File: config.mk
export PLATFORM = sky130hd
export DESIGN_NAME = load_extend_ctrl
export DESIGN_NICKNAME = d
export VERILOG_FILES = /design/src/rtl/load_ext_pkg.sv /design/src/rtl/load_lane_extend.sv /design/src/rtl/load_extend_ctrl.sv
export SDC_FILE = /design/constraint.sdc
export NUM_CORES = 1
export LEC_CHECK = 0
export ABC_AREA = 1
export BUFFER_PORTS_ARGS = -buffer_cell sky130_fd_sc_hd__buf_2
export CAP_MARGIN = 10
export CORE_AREA = 2 2 68 135
export CTS_BUF_LIST = sky130_fd_sc_hd__clkbuf_4 sky130_fd_sc_hd__clkbuf_8 sky130_fd_sc_hd__clkbuf_16
export DETAILED_ROUTE_END_ITERATION = 10
export DIE_AREA = 0 0 70 137
export PLACE_DENSITY = 0.86
export SETUP_SLACK_MARGIN = 0.5
export SYNTH_ARGS = -nofsm -noshare
export SYNTH_HDL_FRONTEND = slang
export SYNTH_SLANG_ARGS = --single-unit
export TNS_END_PERCENT = 30
File: constraint.sdc
create_clock -name Clk -period 3.45 [get_ports Clk]
set_clock_uncertainty 0.1 [all_clocks]
set_input_delay 0.1725 -clock Clk [delete_from_list [all_inputs] [get_ports Clk]]
set_output_delay 0.1725 -clock Clk [all_outputs]
set_load 0.03 [all_outputs]
File: src/rtl/load_ext_pkg.sv
// Shared size codes, FSM state encoding and the lane extension helper for the
// load sequencer.
package load_ext_pkg;

  localparam logic [1:0] SZ_BYTE = 2'd0;
  localparam logic [1:0] SZ_HALF = 2'd1;
  localparam logic [1:0] SZ_WORD = 2'd2;
  localparam logic [1:0] SZ_RSVD = 2'd3;

  typedef enum logic [1:0] {
    ST_IDLE,
    ST_ISSUE,
    ST_WAIT,
    ST_RESP
  } state_e;

  // Lane arrives right-justified; widen it to 32 bits by sign or zero fill.
  function automatic logic [31:0] extend(input logic [31:0] lane, input logic [1:0] size,
                                         input logic sgn);
    logic [31:0] res;
    case (size)
      SZ_BYTE: res = {{24{sgn & lane[7]}}, lane[7:0]};
      SZ_HALF: res = {{16{sgn & lane[15]}}, lane[15:0]};
      default: res = lane;
    endcase
    return res;
  endfunction

endpackage

File: src/rtl/load_lane_extend.sv
// Combinational lane select and sign/zero extension of a little-endian read
// word.
module load_lane_extend
  import load_ext_pkg::*;
(
  input  logic [31:0] rdata,
  input  logic [1:0]  off,
  input  logic [1:0]  size,
  input  logic        sgn,
  output logic [31:0] data
);

  logic [31:0] lane;

  always_comb begin
    lane = rdata;
    case (size)
      SZ_BYTE: lane = {24'b0, rdata[{off, 3'b000} +: 8]};
      SZ_HALF: lane = {16'b0, rdata[{off[1], 4'b0000} +: 16]};
      default: lane = rdata;
    endcase
  end

  assign data = extend(lane, size, sgn);

endmodule

File: src/rtl/load_extend_ctrl.sv
// Multi-cycle load sequencer: one aligned read per request, lane extend, tagged
// response. Define MISALIGN_TRAP_EN to trap misaligned half/word loads.
module load_extend_ctrl
  import load_ext_pkg::*;
#(
  parameter int unsigned MEM_TIMEOUT = 16,
  parameter int unsigned TAG_W       = 5
) (
  input  logic             Clk,
  input  logic             Reset,
  input  logic             req_valid,
  output logic             req_ready,
  input  logic [31:0]      req_addr,
  input  logic [1:0]       req_size,
  input  logic             req_signed,
  input  logic [TAG_W-1:0] req_tag,
  output logic             mem_rd_en,
  output logic [31:0]      mem_addr,
  input  logic [31:0]      mem_rdata,
  input  logic             mem_rvalid,
  output logic             rsp_valid,
  input  logic             rsp_ready,
  output logic [31:0]      rsp_data,
  output logic [TAG_W-1:0] rsp_tag,
  output logic             rsp_err
);

  localparam int unsigned CntW = (MEM_TIMEOUT > 2) ? $clog2(MEM_TIMEOUT) : 1;
  localparam logic [CntW-1:0] CntLast = CntW'(MEM_TIMEOUT - 1);

  state_e           state_q, state_d;
  logic [CntW-1:0]  cnt_q, cnt_d;
  logic [1:0]       off_q, off_d;
  logic [1:0]       size_q, size_d;
  logic             sgn_q, sgn_d;
  logic [TAG_W-1:0] tag_q, tag_d;
  logic             req_ready_q, req_ready_d;
  logic             mem_rd_en_q, mem_rd_en_d;
  logic [31:0]      mem_addr_q, mem_addr_d;
  logic             rsp_valid_q, rsp_valid_d;
  logic [31:0]      rsp_data_q, rsp_data_d;
  logic [TAG_W-1:0] rsp_tag_q, rsp_tag_d;
  logic             rsp_err_q, rsp_err_d;
  logic [31:0]      ext_data;
  logic             misalign;

`ifdef MISALIGN_TRAP_EN
  assign misalign = ((req_size == SZ_HALF) && req_addr[0]) ||
                    ((req_size == SZ_WORD) && (req_addr[1:0] != 2'b00));
`else
  assign misalign = 1'b0;
`endif

  load_lane_extend u_lane (
    .rdata (mem_rdata),
    .off   (off_q),
    .size  (size_q),
    .sgn   (sgn_q),
    .data  (ext_data)
  );

  always_comb begin
    state_d    = state_q;
    cnt_d      = cnt_q;
    off_d      = off_q;
    size_d     = size_q;
    sgn_d      = sgn_q;
    tag_d      = tag_q;
    mem_addr_d = mem_addr_q;
    rsp_data_d = rsp_data_q;
    rsp_tag_d  = rsp_tag_q;
    rsp_err_d  = rsp_err_q;

    case (state_q)
      ST_IDLE: begin
        if (req_valid && req_ready_q) begin
          off_d  = req_addr[1:0];
          size_d = req_size;
          sgn_d  = req_signed;
          tag_d  = req_tag;
          if ((req_size == SZ_RSVD) || misalign) begin
            state_d    = ST_RESP;
            rsp_data_d = 32'b0;
            rsp_tag_d  = req_tag;
            rsp_err_d  = 1'b1;
          end else begin
            state_d    = ST_ISSUE;
            mem_addr_d = {req_addr[31:2], 2'b00};
          end
        end
      end
      ST_ISSUE: begin
        cnt_d   = '0;
        state_d = ST_WAIT;
      end
      ST_WAIT: begin
        cnt_d = cnt_q + 1'b1;
        // Data arriving on the timeout cycle still wins over the error.
        if (mem_rvalid) begin
          state_d    = ST_RESP;
          rsp_data_d = ext_data;
          rsp_tag_d  = tag_q;
          rsp_err_d  = 1'b0;
        end else if (cnt_q == CntLast) begin
          state_d    = ST_RESP;
          rsp_data_d = 32'b0;
          rsp_tag_d  = tag_q;
          rsp_err_d  = 1'b1;
        end
      end
      ST_RESP: begin
        if (rsp_ready) begin
          state_d = ST_IDLE;
        end
      end
      default: state_d = ST_IDLE;
    endcase

    // Control outputs are registered copies of the upcoming state.
    req_ready_d = (state_d == ST_IDLE);
    mem_rd_en_d = (state_d == ST_ISSUE);
    rsp_valid_d = (state_d == ST_RESP);
  end

  always_ff @(posedge Clk or posedge Reset) begin
    if (Reset) begin
      state_q     <= ST_IDLE;
      cnt_q       <= '0;
      off_q       <= 2'b0;
      size_q      <= 2'b0;
      sgn_q       <= 1'b0;
      tag_q       <= '0;
      req_ready_q <= 1'b1;
      mem_rd_en_q <= 1'b0;
      mem_addr_q  <= 32'b0;
      rsp_valid_q <= 1'b0;
      rsp_data_q  <= 32'b0;
      rsp_tag_q   <= '0;
      rsp_err_q   <= 1'b0;
    end else begin
      state_q     <= state_d;
      cnt_q       <= cnt_d;
      off_q       <= off_d;
      size_q      <= size_d;
      sgn_q       <= sgn_d;
      tag_q       <= tag_d;
      req_ready_q <= req_ready_d;
      mem_rd_en_q <= mem_rd_en_d;
      mem_addr_q  <= mem_addr_d;
      rsp_valid_q <= rsp_valid_d;
      rsp_data_q  <= rsp_data_d;
      rsp_tag_q   <= rsp_tag_d;
      rsp_err_q   <= rsp_err_d;
    end
  end

  assign req_ready = req_ready_q;
  assign mem_rd_en = mem_rd_en_q;
  assign mem_addr  = mem_addr_q;
  assign rsp_valid = rsp_valid_q;
  assign rsp_data  = rsp_data_q;
  assign rsp_tag   = rsp_tag_q;
  assign rsp_err   = rsp_err_q;

endmodule
Word-level counts from Yosys, hierarchy flattened --
Index checks and enable logic that the tools add are counted.
Word-level totals: input port bits 77, word-level logic and storage cells 63, register bits 87
Operators by class: bitwise gates (word level) 3, shift operators 2, eq/ne operators 11, $add $sub $neg 1, reductions and logical operators 9, mux-type cells 24
Operators by type and width (number):
- 32-bit one-hot mux with 2 select lines | 3
- 32-bit 2-to-1 mux | 4
- 32-bit by 6-bit indexed part select with 16-bit output | 1
- 32-bit by 6-bit indexed part select with 8-bit output | 1
- 5-bit 2-to-1 mux | 4
- 2-bit 2-to-1 mux | 5
- 5-bit one-hot mux with 2 select lines | 1
- 2-bit equality test, second input constant | 4
- 2-bit one-hot mux with 4 select lines | 1
- 4-bit one-hot mux with 2 select lines | 1
- 2-bit by 1-bit equality test with 1-bit output, second input constant | 3
- 2-bit zero test | 3
- 4-bit by 1-bit adder with 4-bit output, second input constant | 1
- 4-bit equality test, second input constant | 1
- 1-bit 2-to-1 mux | 4
- 2-bit inequality test, second input constant | 2
- 4-bit AND reduction | 1
- 2-bit nonzero test | 2
- 3-bit inequality test, second input constant | 1
- 3-bit AND reduction | 1
- 1-bit AND | 2
- 1-bit one-hot mux with 2 select lines | 1
- 2-bit AND reduction | 1
- 1-bit logical AND | 1
- 1-bit inverter | 1

Logic depth before layout (Yosys ltp) --
word-level depth 6, depth in mapped cells 11, gate-level depth less buffers 10

Modules after synthesis --
Synthesis repeated with hierarchy kept, for this count alone.
Unflattened totals: cell total of the unflattened synthesis 547, area total of the unflattened synthesis 4494.3 µm²
By module, submodules not included:
- load_extend_ctrl | instances 1, area each 3689.8 µm², sequential area each 2178.3 µm², cells each 402
- load_lane_extend | instances 1, area each 804.5 µm², sequential area each 0.0 µm², cells each 145

Worst setup path after synthesis --
OpenSTA, ideal clock, no wires.
path kind register -> register, start point register state_q[0], end point register mem_addr_q[10], in the netlist mem_addr[10], path slack 1.765 ns, setup time 0.125 ns, buffers on the path 1, arrival time 1.461 ns, cell stages (with the launch flop) 8, clock period less this slack 1.685 ns, required time 3.225 ns, cell sequence dfrtp_1 inv_1 ha_1 nand3_1 inv_1 nand2_1 buf_2 mux2_2
On the way: longest elaborated chain between the ends 2
Ends and longest elaborated chain:
- start: declaration | line load_extend_ctrl.sv:31 | state_e state_q, state_d;
- start signal: assignment | line load_extend_ctrl.sv:141 | state_q <= state_d;
- 2-bit zero test | line load_extend_ctrl.sv:74 | case (state_q)
- 3-bit AND reduction (no source line)
- end signal: assignment | line load_extend_ctrl.sv:149 | mem_addr_q <= mem_addr_d;
- end: declaration | line load_extend_ctrl.sv:39 | logic [31:0] mem_addr_q, mem_addr_d;
No other way between the ends. A chain may end at the register's enable or synchronous reset.

Final worst setup path --
start point register state_q[0], end point register mem_addr_q[21], in the netlist mem_addr[21]
Same word-level chain as after synthesis.

==> summary.md <==
| Metric | Value |
|---|---|
| Status | `finished clean` |
| First-pass GRT wire length | `19,710 um` |
| Vias/cell | `5.128` |
| Die H | `137 um` |
| Grt ovf | `0` |
| Internal | `2.991 mW` |
| Post-synthesis sequential area ratio | `52.03%` |
| Fillers | `699` |
| Root buffer cell | `clkbuf_16` |
| Critical path's largest stage delay | `0.41 ns` |
| RSZ-0062 raised after global routing | `no` |
| CTS tree | `done` |
| Clock power share | `18.9%` |
| Final Cell Area | `5707 um^2` |
| Syn Area/Cell | `8.257 um^2` |
| Port-buffer cells | `147` |
| H-Tree Depth | `3` |
| Pin count of the biggest net entering global routing | `63` |
| Seq cells post-synth | `87` |
| Initial antenna violation count | `1` |
| Mapped Area | `4187 um^2` |
| Leak pwr | `3.248 nW` |
| Nature of the critical path startpoint | `register` |
| Die width | `70 um` |
| Routed Antenna Nets | `0` |
| Num CTS Buffers | `9` |
| Ys Warns | `0` |
| Setup TNS | `0 ns` |
| Worst-Margin Slew | `0.6080 ns` |
| Synth unique cells | `28` |
| DRT iter0 DRCs | `288` |
| Most frequent cells in the layout | `nand2_1 (219), buf_2 (147), dfrtp_1 (86)` |
| DR vias | `4,072` |
| Sequential Power Share | `31.6%` |
| Final hold violation count | `0` |
| Share of layout cells above drive strength 1 | `30.59%` |
| Routed WL | `12,590 um` |
| Vias in the first global route | `4,227` |
| Area Overhead vs Synth | `36.31%` |
| VDD IR-drop max | `0.5767 mV` |
| Tmin final | `2.250 ns` |
| CP max stage cell | `mux2_2` |
| Area after DPL | `4943 um^2` |
| Core Rows | `48` |
| DR DRC count | `0` |
| Fmax | `444.4 MHz` |
| CTS sink cnt | `87` |
| CP dominant cell by count | `inv_1` |
| Relative slew slack | `59.46%` |
| IO Pins | `150` |
| Initial Utilization | `49.09%` |
| Wire per inst | `15.85 um` |
| Nets | `769` |
| Crit path arrival time | `2.37 ns` |
| Post-CTS Hold Buffers | `41` |
| Tot GR Track Use | `26.49%` |
| Switching power share of the total | `46.83%` |
| Maximum fanout along the worst path | `30` |
| Final core utilization | `66.92%` |
| Synthesized instance count | `507` |
| Power Density | `985.6 nW/um^2` |
| Critical path class | `reg2reg` |
| Setup crit end kind | `register` |
| Final HPWL DP | `9027 um` |
| 1st-pass router iterations | `4` |
| Number of max-cap violations | `0` |
| Final period utilization | `65.23%` |
| CTS max path bufs | `2` |
| Min-delay worst type | `in2reg` |
| Post-CTS Setup Repair Bufs | `0` |
| NetSw | `2.634 mW` |
| Fin. max-slew vios | `0` |
| Commonest non-fill, non-tap cell in the layout | `nand2_1` |
| Post_cts resized | `0` |
| Logic pwr share | `49.5%` |
| Crit-path cells | `inv_1 > ha_1 > nand3_1 > inv_1 > nand2_1 > buf_4 > mux2_2` |
| Worst-path clk slew | `0.06 ns` |
| Final GP Congestion | `0.9429` |
| Req. time, crit path | `3.57 ns` |
| Final setup viols | `0` |
| Later-pin clock latency in the skew report | `0.34 ns` |
| Die area | `9590 um^2` |
| Core ar. | `8528 um^2` |
area by class of cell:
type	instances	area (um^2)	share of cell area, %
diodes	1	2.502	0.04385
clock buffers	10	239.0	4.188
clock inverters	6	91.34	1.601
inverters	27	102.6	1.798
multi-input cells	370	1772	31.05
flip-flops and latches	87	2178	38.17
well taps	100	125.1	2.193
repair buffers	193	1196	20.96
layer usage:
metal	track usage [%]	vias to the layer above	wire, um
met4	13.25	0	504
met1	26.45	1923	4235
met2	50.42	166	7146
li1	-	1939	-
met5	0	-	0
met3	5.891	44	699
registers in the layout, indices dropped and copies added (netlist names):
register,flops
size_q,2
off_q,2
mem_rd_en,1
rsp_valid,1
state_q,2
rsp_err,1
rsp_tag,5
mem_addr,30
req_ready,1
cnt_q,4
rsp_data,32
tag_q,5
sgn_q,1
worst max-delay path, delay by kind of cell (launching register included):
family / cells / cell delay, ns
and+or+nand+nor: 2 / 0.27
adders and majority gates: 1 / 0.25
buffers and inverters: 3 / 0.70
DFF: 1 / 0.40
muxes: 1 / 0.41
cells in the mapped netlist (all sizes together):
library cell / number / share of area, %
ha: 4 / 1.2
nand3: 16 / 2.3
dfrtp: 86 / 51
a31oi: 1 / 0.15
and2: 1 / 0.15
inv: 27 / 2.4
conb: 1 / 0.090
dfstp: 1 / 0.63
a21oi: 5 / 0.60
clkbuf: 6 / 0.54
buf: 18 / 2.8
o22ai: 1 / 0.15
nor2: 55 / 5.0
nand4: 1 / 0.15
mux2: 30 / 8.1
nand2: 223 / 20
nor3b: 2 / 0.36
o21ai: 29 / 3.6
stage by stage:
stage | power [mW] | setup WS, ns | hold slack [ns] | instances
after floorplan | 3.731 | 0.9290 | 0.1821 | 508
after global placement | 4.382 | 1.358 | 0.2800 | 735
after detailed placement | 4.493 | 1.240 | 0.3039 | 735
after CTS | 5.614 | 1.230 | 0.06775 | 792
after global routing | 5.969 | 1.026 | 0.1041 | 794
final | 5.625 | 1.200 | 0.07509 | 794
cell families (layout without fill, tap and decap cells):
group                    Yosys count  after routing  share of synthesized area (%)
adder cells (fa/ha/maj)            4              4                          1.196
AO/OA/AOI/OAI                     36             36                          4.543
AND/OR/NAND/NOR                  298            298                          28.33
multiplexers                      30             30                          8.069
other                              1              3                        0.08957
flip-flops                        87             87                          52.03
buffers and inverters             51            236                          5.738
power groups by stage:
stage               clock network (mW)  registers, mW  logic (mW)
global placement                     0           1.74        2.64
floorplan                            0           2.44        1.29
finish                            1.06           1.78        2.79
CTS                               1.08           1.76        2.77
global route                      1.13           1.82        3.03
detailed placement                   0           1.77        2.72
final timing paths:
path | start | endpoint | slack (ns) | cells after the start
setup / recovery | state_q[0] | mem_addr[21] | 1.20 | 7
hold / removal | mem_rdata[4] | rsp_data[4] | 0.08 | 5
setup reg to reg | state_q[0] | mem_addr[21] | 1.20 | 7
hold reg to reg | rsp_data[2] | rsp_data[2] | 0.37 | 2
max in group asynchronous | Reset | mem_addr[7] | 2.31 | 4
min in group asynchronous | Reset | rsp_data[24] | 0.27 | 3
No activity file was read; power rests on OpenSTA's default activity.
